--- src/rtl/peripheral_gcd_pkg.sv ---
// Shared definitions for the GCD peripheral: register offsets, STATUS bit
// positions and the core FSM state encoding.
package peripheral_gcd_pkg;

  localparam logic [4:0] GCD_OFS_A      = 5'h00;
  localparam logic [4:0] GCD_OFS_B      = 5'h04;
  localparam logic [4:0] GCD_OFS_INIT   = 5'h08;
  localparam logic [4:0] GCD_OFS_STATUS = 5'h0C;
  localparam logic [4:0] GCD_OFS_RESULT = 5'h10;

  localparam int GCD_STATUS_DONE_BIT = 0;
  localparam int GCD_STATUS_BUSY_BIT = 1;

  typedef enum logic [1:0] {
    IDLE = 2'd0,
    RUN  = 2'd1,
    FIN  = 2'd2
  } gcd_state_e;

endpackage

--- src/rtl/peripheral_gcd_core.sv ---
// Binary (Stein) GCD engine: one reduction step per cycle, result and busy
// registered, done_pulse high for the single cycle after FIN.
module gcd_core
  import peripheral_gcd_pkg::*;
#(
  parameter int WIDTH = 16
) (
  input  logic             clk,
  input  logic             resetn,
  input  logic             start,
  input  logic [WIDTH-1:0] a_in,
  input  logic [WIDTH-1:0] b_in,
  output logic             busy,
  output logic             done_pulse,
  output logic [WIDTH-1:0] gcd_out
);

  localparam int KW = (WIDTH > 1) ? $clog2(WIDTH) : 1;

  gcd_state_e       state_reg;
  logic [WIDTH-1:0] a_reg;
  logic [WIDTH-1:0] b_reg;
  logic [KW-1:0]    k_reg;
  logic [WIDTH-1:0] res_reg;
  logic [WIDTH-1:0] gcd_reg;
  logic             busy_reg;
  logic             done_pulse_reg;

  always_ff @(posedge clk) begin
    if (!resetn) begin
      state_reg      <= IDLE;
      a_reg          <= '0;
      b_reg          <= '0;
      k_reg          <= '0;
      res_reg        <= '0;
      gcd_reg        <= '0;
      busy_reg       <= 1'b0;
      done_pulse_reg <= 1'b0;
    end else begin
      done_pulse_reg <= 1'b0;
      case (state_reg)
        IDLE: begin
          if (start) begin
            a_reg     <= a_in;
            b_reg     <= b_in;
            k_reg     <= '0;
            busy_reg  <= 1'b1;
            state_reg <= RUN;
          end
        end
        RUN: begin
          // Termination tests come first so the subtract branches never underflow.
          if (a_reg == '0) begin
            res_reg   <= b_reg << k_reg;
            state_reg <= FIN;
          end else if (b_reg == '0) begin
            res_reg   <= a_reg << k_reg;
            state_reg <= FIN;
          end else if (a_reg == b_reg) begin
            res_reg   <= a_reg << k_reg;
            state_reg <= FIN;
          end else if (!a_reg[0] && !b_reg[0]) begin
            a_reg <= a_reg >> 1;
            b_reg <= b_reg >> 1;
            k_reg <= k_reg + KW'(1);
          end else if (!a_reg[0]) begin
            a_reg <= a_reg >> 1;
          end else if (!b_reg[0]) begin
            b_reg <= b_reg >> 1;
          end else if (a_reg > b_reg) begin
            a_reg <= (a_reg - b_reg) >> 1;
          end else begin
            b_reg <= (b_reg - a_reg) >> 1;
          end
        end
        FIN: begin
          gcd_reg        <= res_reg;
          busy_reg       <= 1'b0;
          done_pulse_reg <= 1'b1;
          state_reg      <= IDLE;
        end
        default: state_reg <= IDLE;
      endcase
    end
  end

  assign busy       = busy_reg;
  assign done_pulse = done_pulse_reg;
  assign gcd_out    = gcd_reg;

endmodule

--- src/rtl/peripheral_gcd.sv ---
// Memory-mapped GCD responder: operand registers, bus decode, registered
// read port and the sticky done flag around gcd_core.
module peripheral_gcd
  import peripheral_gcd_pkg::*;
#(
  parameter int WIDTH = 16
) (
  input  logic             clk,
  input  logic             resetn,
  input  logic [WIDTH-1:0] d_in,
  input  logic             cs,
  input  logic [4:0]       addr,
  input  logic             rd,
  input  logic             wr,
  output logic [31:0]      d_out
);

  logic [WIDTH-1:0] op_a_reg;
  logic [WIDTH-1:0] op_b_reg;
  logic             done_hold_reg;
  logic [31:0]      d_out_reg;
  logic [31:0]      rd_data_next;

  logic             core_busy;
  logic             core_done_pulse;
  logic [WIDTH-1:0] core_result;

  logic wr_en;
  logic rd_en;
  logic start;
  logic done;

  assign wr_en = cs & wr;
  assign rd_en = cs & rd;
  assign start = wr_en && (addr == GCD_OFS_INIT) && d_in[0] && !core_busy;

  // The pulse covers the cycle before done_hold_reg catches it, so STATUS
  // shows done on the same edge the core publishes its result.
  assign done = done_hold_reg | core_done_pulse;

  gcd_core #(
    .WIDTH(WIDTH)
  ) u_core (
    .clk       (clk),
    .resetn    (resetn),
    .start     (start),
    .a_in      (op_a_reg),
    .b_in      (op_b_reg),
    .busy      (core_busy),
    .done_pulse(core_done_pulse),
    .gcd_out   (core_result)
  );

  logic [31:0] op_a_ext;
  logic [31:0] op_b_ext;
  logic [31:0] result_ext;

  for (genvar gi = 0; gi < 32; gi++) begin : g_zext
    if (gi < WIDTH) begin : g_bit
      assign op_a_ext[gi]   = op_a_reg[gi];
      assign op_b_ext[gi]   = op_b_reg[gi];
      assign result_ext[gi] = core_result[gi];
    end else begin : g_pad
      assign op_a_ext[gi]   = 1'b0;
      assign op_b_ext[gi]   = 1'b0;
      assign result_ext[gi] = 1'b0;
    end
  end

  always_comb begin
    rd_data_next = '0;
    case (addr)
      GCD_OFS_A:      rd_data_next = op_a_ext;
      GCD_OFS_B:      rd_data_next = op_b_ext;
      GCD_OFS_STATUS: begin
        rd_data_next[GCD_STATUS_DONE_BIT] = done;
        rd_data_next[GCD_STATUS_BUSY_BIT] = core_busy;
      end
      GCD_OFS_RESULT: rd_data_next = result_ext;
      default:        rd_data_next = '0;
    endcase
  end

  always_ff @(posedge clk) begin
    if (!resetn) begin
      op_a_reg      <= '0;
      op_b_reg      <= '0;
      done_hold_reg <= 1'b0;
      d_out_reg     <= '0;
    end else begin
      if (wr_en && !core_busy) begin
        if (addr == GCD_OFS_A) op_a_reg <= d_in;
        if (addr == GCD_OFS_B) op_b_reg <= d_in;
      end
      if (start) begin
        done_hold_reg <= 1'b0;
      end else if (core_done_pulse) begin
        done_hold_reg <= 1'b1;
      end
      if (rd_en) d_out_reg <= rd_data_next;
    end
  end

  assign d_out = d_out_reg;

endmodule

--- config.mk ---
export PLATFORM = sky130hd
export DESIGN_NAME = peripheral_gcd
export DESIGN_NICKNAME = d
export VERILOG_FILES = /design/src/rtl/peripheral_gcd_pkg.sv /design/src/rtl/peripheral_gcd_core.sv /design/src/rtl/peripheral_gcd.sv
export SDC_FILE = /design/constraint.sdc
export NUM_CORES = 1
export LEC_CHECK = 0
export BUFFER_PORTS_ARGS = -buffer_cell sky130_fd_sc_hd__buf_2
export CAP_MARGIN = 0
export CORE_ASPECT_RATIO = 1.75
export CORE_UTILIZATION = 55
export CTS_CLUSTER_DIAMETER = 100
export DETAILED_ROUTE_END_ITERATION = 16
export GPL_ROUTABILITY_DRIVEN = 0
export MAX_ROUTING_LAYER = met4
export PLACE_DENSITY_LB_ADDON = 0.3
export SLEW_MARGIN = 20
export SYNTH_ARGS = -nofsm -noshare
export SYNTH_HDL_FRONTEND = slang
export SYNTH_SLANG_ARGS = --single-unit
--- constraint.sdc ---
create_clock -name clk -period 6.9 [get_ports clk]
set_input_delay 1.035 -clock clk [delete_from_list [all_inputs] [get_ports clk]]
set_output_delay 1.035 -clock clk [all_outputs]
set_load 0.01 [all_outputs]
Yosys cells after proc, flatten, opt, wreduce, memory -nomap -nowiden --
Cells that the tools add are included.
Operators by class: $add $sub $neg 3, $mul 0, div/mod/pow operators 0, $lt $le $gt $ge 1, equality and inequality tests 17, shift operators 2, muxes and demuxes 37, bitwise gates (word level) 4, reduce and logical (&&, ||, !) cells 26
Operators with widths (count):
- $mux W16 | 19
- $pmux W16 S2 | 2
- $pmux W14 S3 | 1
- $logic_not A16 Y1 | 2
- $shl A16 B4 Y16 | 2
- $sub A16 B16 Y16 | 2
- $mux W4 | 5
- $eq A16 B16 Y1 | 1
- $gt A16 B16 Y1 | 1
- $reduce_and A7 Y1 | 2
- $ne A4 B4 Y1 const B | 3
- $reduce_and A6 Y1 | 2
- $eq A5 B4 Y1 const B | 2
- $reduce_and A2 Y1 | 5
- $mux W2 | 4
- $ne A2 B2 Y1 const B | 4
- $pmux W2 S4 | 1
- $pmux W4 S2 | 1
- $eq A5 B3 Y1 const B | 1
- $eq A5 B5 Y1 const B | 1
- $logic_and A1 B1 Y1 | 5
- $logic_not A5 Y1 | 1
- $reduce_and A5 Y1 | 1
- $add A4 B1 Y4 const B | 1
- other kinds (16) | 21
Word-level totals: register bits after elaboration 137, bits in latches 0, RAM bits 0, bits in read-only memories 0, input bits 26, output and inout bits 32, word-level logic and storage cells 104, memories 0

Depth between registers and ports, before layout --
word-level depth 9, depth in mapped cells 13

Cells and area by module --
A second synthesis with hierarchy kept.
Second synthesis, totals: cell total of the unflattened synthesis 949, area, all modules 7987.7 um2
By module, submodules not included:
- gcd_core | times used 1, cells each 703, area each 5631.7 um2
- peripheral_gcd | times used 1, cells each 246, area each 2356.0 um2

Worst setup path after synthesis --
OpenSTA, ideal clock, no wires.
path kind register -> register, from reg u_core.a_reg[0], to reg u_core.b_reg[7], setup time 0.071 ns, data arrival time 3.010 ns, path slack 3.819 ns, cell stages (with the launch flop) 14, path through dfxtp_1 inv_1 ha_1 fa_1 nand2b_1 a211oi_1 nor3b_1 nor4_1 nor2_1 o311ai_2 buf_4 buf_4 nand2_1 a21oi_1
Between the ends: longest elaborated chain between the ends 9, elaborated cells on any way between the ends 19
Ends and longest elaborated chain:
- start, declared | line peripheral_gcd_core.sv:21 | logic [WIDTH-1:0] a_reg;
- start signal, assigned | line peripheral_gcd_core.sv:44 | a_reg <= a_in;
- start signal, assigned | line peripheral_gcd_core.sv:63 | a_reg <= a_reg >> 1;
- start signal, assigned | line peripheral_gcd_core.sv:67 | a_reg <= a_reg >> 1;
- $sub A16 B16 Y16 | line peripheral_gcd_core.sv:73 | b_reg <= (b_reg - a_reg) >> 1;
- $mux W16 | line peripheral_gcd_core.sv:70 | end else if (a_reg > b_reg) begin
- $mux W16 | line peripheral_gcd_core.sv:68 | end else if (!b_reg[0]) begin
- $mux W16 | line peripheral_gcd_core.sv:66 | end else if (!a_reg[0]) begin
- $mux W16 | line peripheral_gcd_core.sv:62 | end else if (!a_reg[0] && !b_reg[0]) begin
- $mux W16 | line peripheral_gcd_core.sv:59 | end else if (a_reg == b_reg) begin
- $mux W16 | line peripheral_gcd_core.sv:56 | end else if (b_reg == '0) begin
- $mux W16 | line peripheral_gcd_core.sv:53 | if (a_reg == '0) begin
- $pmux W16 S2 | line peripheral_gcd_core.sv:41 | case (state_reg)
- end signal, assigned | line peripheral_gcd_core.sv:45 | b_reg <= b_in;
- end signal, assigned | line peripheral_gcd_core.sv:64 | b_reg <= b_reg >> 1;
- end signal, assigned | line peripheral_gcd_core.sv:69 | b_reg <= b_reg >> 1;
- end, declared | line peripheral_gcd_core.sv:22 | logic [WIDTH-1:0] b_reg;
Several ways; a longest one is shown, not always the timed one. The select of a mux whose other input is x is not followed. A chain may end at the register's enable or synchronous reset.

Worst setup path after layout --
from reg u_core.a_reg[0], to reg u_core.a_reg[14]
Between the ends: longest elaborated chain between the ends 9, elaborated cells on any way between the ends 19
Ends and longest elaborated chain:
- $sub A16 B16 Y16 | line peripheral_gcd_core.sv:71 | a_reg <= (a_reg - b_reg) >> 1;
- $mux W16 | line peripheral_gcd_core.sv:70
- $mux W16 | line peripheral_gcd_core.sv:68
- $mux W16 | line peripheral_gcd_core.sv:66
- $mux W16 | line peripheral_gcd_core.sv:62
- $mux W16 | line peripheral_gcd_core.sv:59
- $mux W16 | line peripheral_gcd_core.sv:56
- $mux W16 | line peripheral_gcd_core.sv:53
- $pmux W16 S2 | line peripheral_gcd_core.sv:41
Several ways; a longest one is shown, not always the timed one. The select of a mux whose other input is x is not followed.

==> metrics.md <==
| Metric | Value |
|---|---|
| Tot Pwr | `between 1.5 and 2 mW` |
| Wirelength per Cell | `approximately 20 um` |
| Final setup viols | `0` |
| Clk slew on worst S/H paths | `0.06 ns` |
| CP arrival | `approximately 4.1 ns` |
| Yosys Warn Count | `0` |
| Ports | `58` |
| Top cells by area, synth | `dfxtp_1, nand2_1, a21oi_1, ha_1, mux2i_1` |
| Synth cell types | `~70` |
| H-tree depth | `4` |
| Post-route cell area | `approximately 8400 um2` |
| Worst slew pin tran | `between 0.9 and 1 ns` |
| DRT Pass-1 Iters | `6` |
| Synth Register Bits | `121` |
| Clock Skew | `0.00843 ns` |
| Max IR drop VDD | `roughly 140 uV` |
| Hold buffer count at cts | `0` |
| Final net count | `1,039` |
| Die width | `a little over 90 um` |
| P_leak | `3.04 nW` |
| Clock sinks | `approximately 120` |
| Count leader, synth | `nand2_1` |
| Cell taking the most area after synthesis | `dfxtp_1` |
| Post-synthesis cell area | `7640 um2` |
| CTS tree | `built` |
| Sequential area share after synthesis | `a little under a third` |
| Vias/cell | `between 6 and 7` |
| Die ar. | `14,400 um2` |
| TNS Setup | `0 ns` |
| Cell Pwr Density | `202 nW/um2` |
| Critical path type | `flip-flop to flip-flop` |
| Total Wirelength | `roughly 24 mm` |
| Number of synthesized flops with an enable pin | `0` |
| Clock root cell | `clkbuf_16` |
| Most common flop cell mapped by yosys | `dfxtp_1` |
| Dpl ws | `~3.3 ns` |
| Synth cell count leaders | `nand2_1, dfxtp_1, a21oi_1` |
| Routed Antenna Nets | `0` |
| Placed cell area | `7740 um2` |
| Worst-path fanout max | `28` |
| Num rows | `56` |
| CP endpoint kind | `flip-flop` |
| RSZ-0062 raised after global routing | `no` |
| I/O Buffers | `between 40 and 50` |
| Area grow syn2layout | `9.36%` |
| Gr ovfl total | `0` |
| Fin. max-slew vios | `0` |
| Core ar. | `approximately 13,000 um2` |
| Total Routing Usage GR | `between 30 and 40%` |
| Slew headroom | `about a third` |
| Post-CTS Setup Bufs | `0` |
| Hold crit path type | `flip-flop to flip-flop` |
| First-pass GRT wire length | `~37 mm` |
| Clk Latency, worst-skew pair | `approximately 0.42 ns` |
| Tcrit/Tclk final | `around 54%` |
| Detailed Route Iter0 Violations | `between 600 and 700` |
| Final worst slack | `about 3.2 ns` |
| Post-synth top area share | `between 30% and 40%` |
| Max Cap Viol | `0` |
| Post-DP HPWL | `roughly 17 mm` |
| Clock Path Buffers | `2` |
| Initial Utilization | `between 50% and 60%` |
| Ys async rst share | `0%` |
| Status | `finished, final reports clean` |
| Final hold vios | `0` |
| Fin crit period | `between 3 and 4 ns` |
| Num CTS Buffers | `17` |
| Largest net degree at the start of global routing | `between 50 and 60` |
| Die Y | `158 um` |
| Cts repair resizes | `0` |
| Startpoint types | `flip-flop` |
| Req. time, crit path | `7.24 ns` |
| Initial antenna violation count | `1` |
| DR vias | `7,418` |
| Vias in the first global route | `approximately 7.0k` |
| Synth Area per Inst | `around 7.8 um2` |
| Drc violations | `0` |
| Synth Instances | `between 900 and 1k` |
| F_max | `around 270 MHz` |
| Fraction of layout cells with a size suffix above 1 | `approximately 11%` |
-- worst max-delay path, stage by stage (launching register included) --
cell,delay (ns)
dfxtp_1,0.48
inv_1,0.13
ha_1,0.24
fa_1,0.45
nand2b_1,0.19
a211oi_1,0.30
nor3b_1,0.12
nor4_1,0.46
or2_0,0.37
o211ai_4,0.31
or3_1,0.44
a22oi_1,0.16
-- layer usage --
metal / track usage [%] / up-vias / share of wire (%)
li1: - / 3470 / -
met1: 34.9 / 3470 / 37
met2: 58.8 / 361 / 50
met3: 5.24 / 117 / 6.0
met4: 25.1 / 0 / 7.3
met5: - / - / 0
-- cell families (layout without fill, tap and decap cells) --
kind of cell    count (synthesis)  after routing  synth area share [%]
compound gates                296            296                  24.8
xor+xnor                       24             24                  2.75
fa+ha+maj                      36             36                  6.09
buf+inv                       128            118                  7.66
flops                         121            121                  31.7
mux                            45             45                  6.94
other cells                     1             17                0.0491
simple gates                  334            334                  20.1
-- placed cells by master (no fill, tap or decap), types with 17 or more instances in the layout --
cell       synthesis  routed
nand2_1          145     145
dfxtp_1          121     121
a21oi_1          105     105
nor2_1            68      68
o21ai_0           62      62
buf_2             12      41
inv_1             37      37
mux2i_1           35      35
nand3_1           34      34
ha_1              34      34
a22oi_1           20      20
a221oi_1          20      20
o31ai_1           18      18
clkbuf_16          0      17
-- area by class of cell --
| class | count | area [um2] |
|---|---|---|
| fillers | 1190 | 5090 |
| multi-input cells | 751 | 4700 |
| flip-flops and latches | 121 | 2420 |
| clock buffers | 18 | 429 |
| repair buffers | 47 | 250 |
| well taps | 174 | 218 |
| clock inverters | 14 | 188 |
| inverters | 39 | 146 |
| diodes | 1 | 2.50 |
-- through the flow --
step           cells  util, %  hold WS [ns]
3_3_place_gp    1132     57.5         0.439
3_5_place_dp    1132     57.5         0.442
6_report        1165     62.1         0.454
2_1_floorplan   1000        -         0.429
4_1_cts         1164     62.1         0.450
5_1_grt         1165     62.1         0.469
-- final timing paths --
check                      from            endpoint  slack, ns  depth (start not counted)
max             u_core.a_reg[0]    u_core.a_reg[14]       3.18                         11
min reg2reg  u_core.res_reg[12]  u_core.gcd_out[12]       0.45                          2
max reg2reg     u_core.a_reg[0]    u_core.a_reg[14]       3.18                         11
min          u_core.res_reg[12]  u_core.gcd_out[12]       0.45                          2
-- report_power, final --
part / internal, mW / switching, mW
combinational: 0.0128 / 0.0369
sequential: 0.699 / 0.000998
clock: 0.579 / 0.360
total: 1.29 / 0.398
No activity file was read; power rests on OpenSTA's default activity.
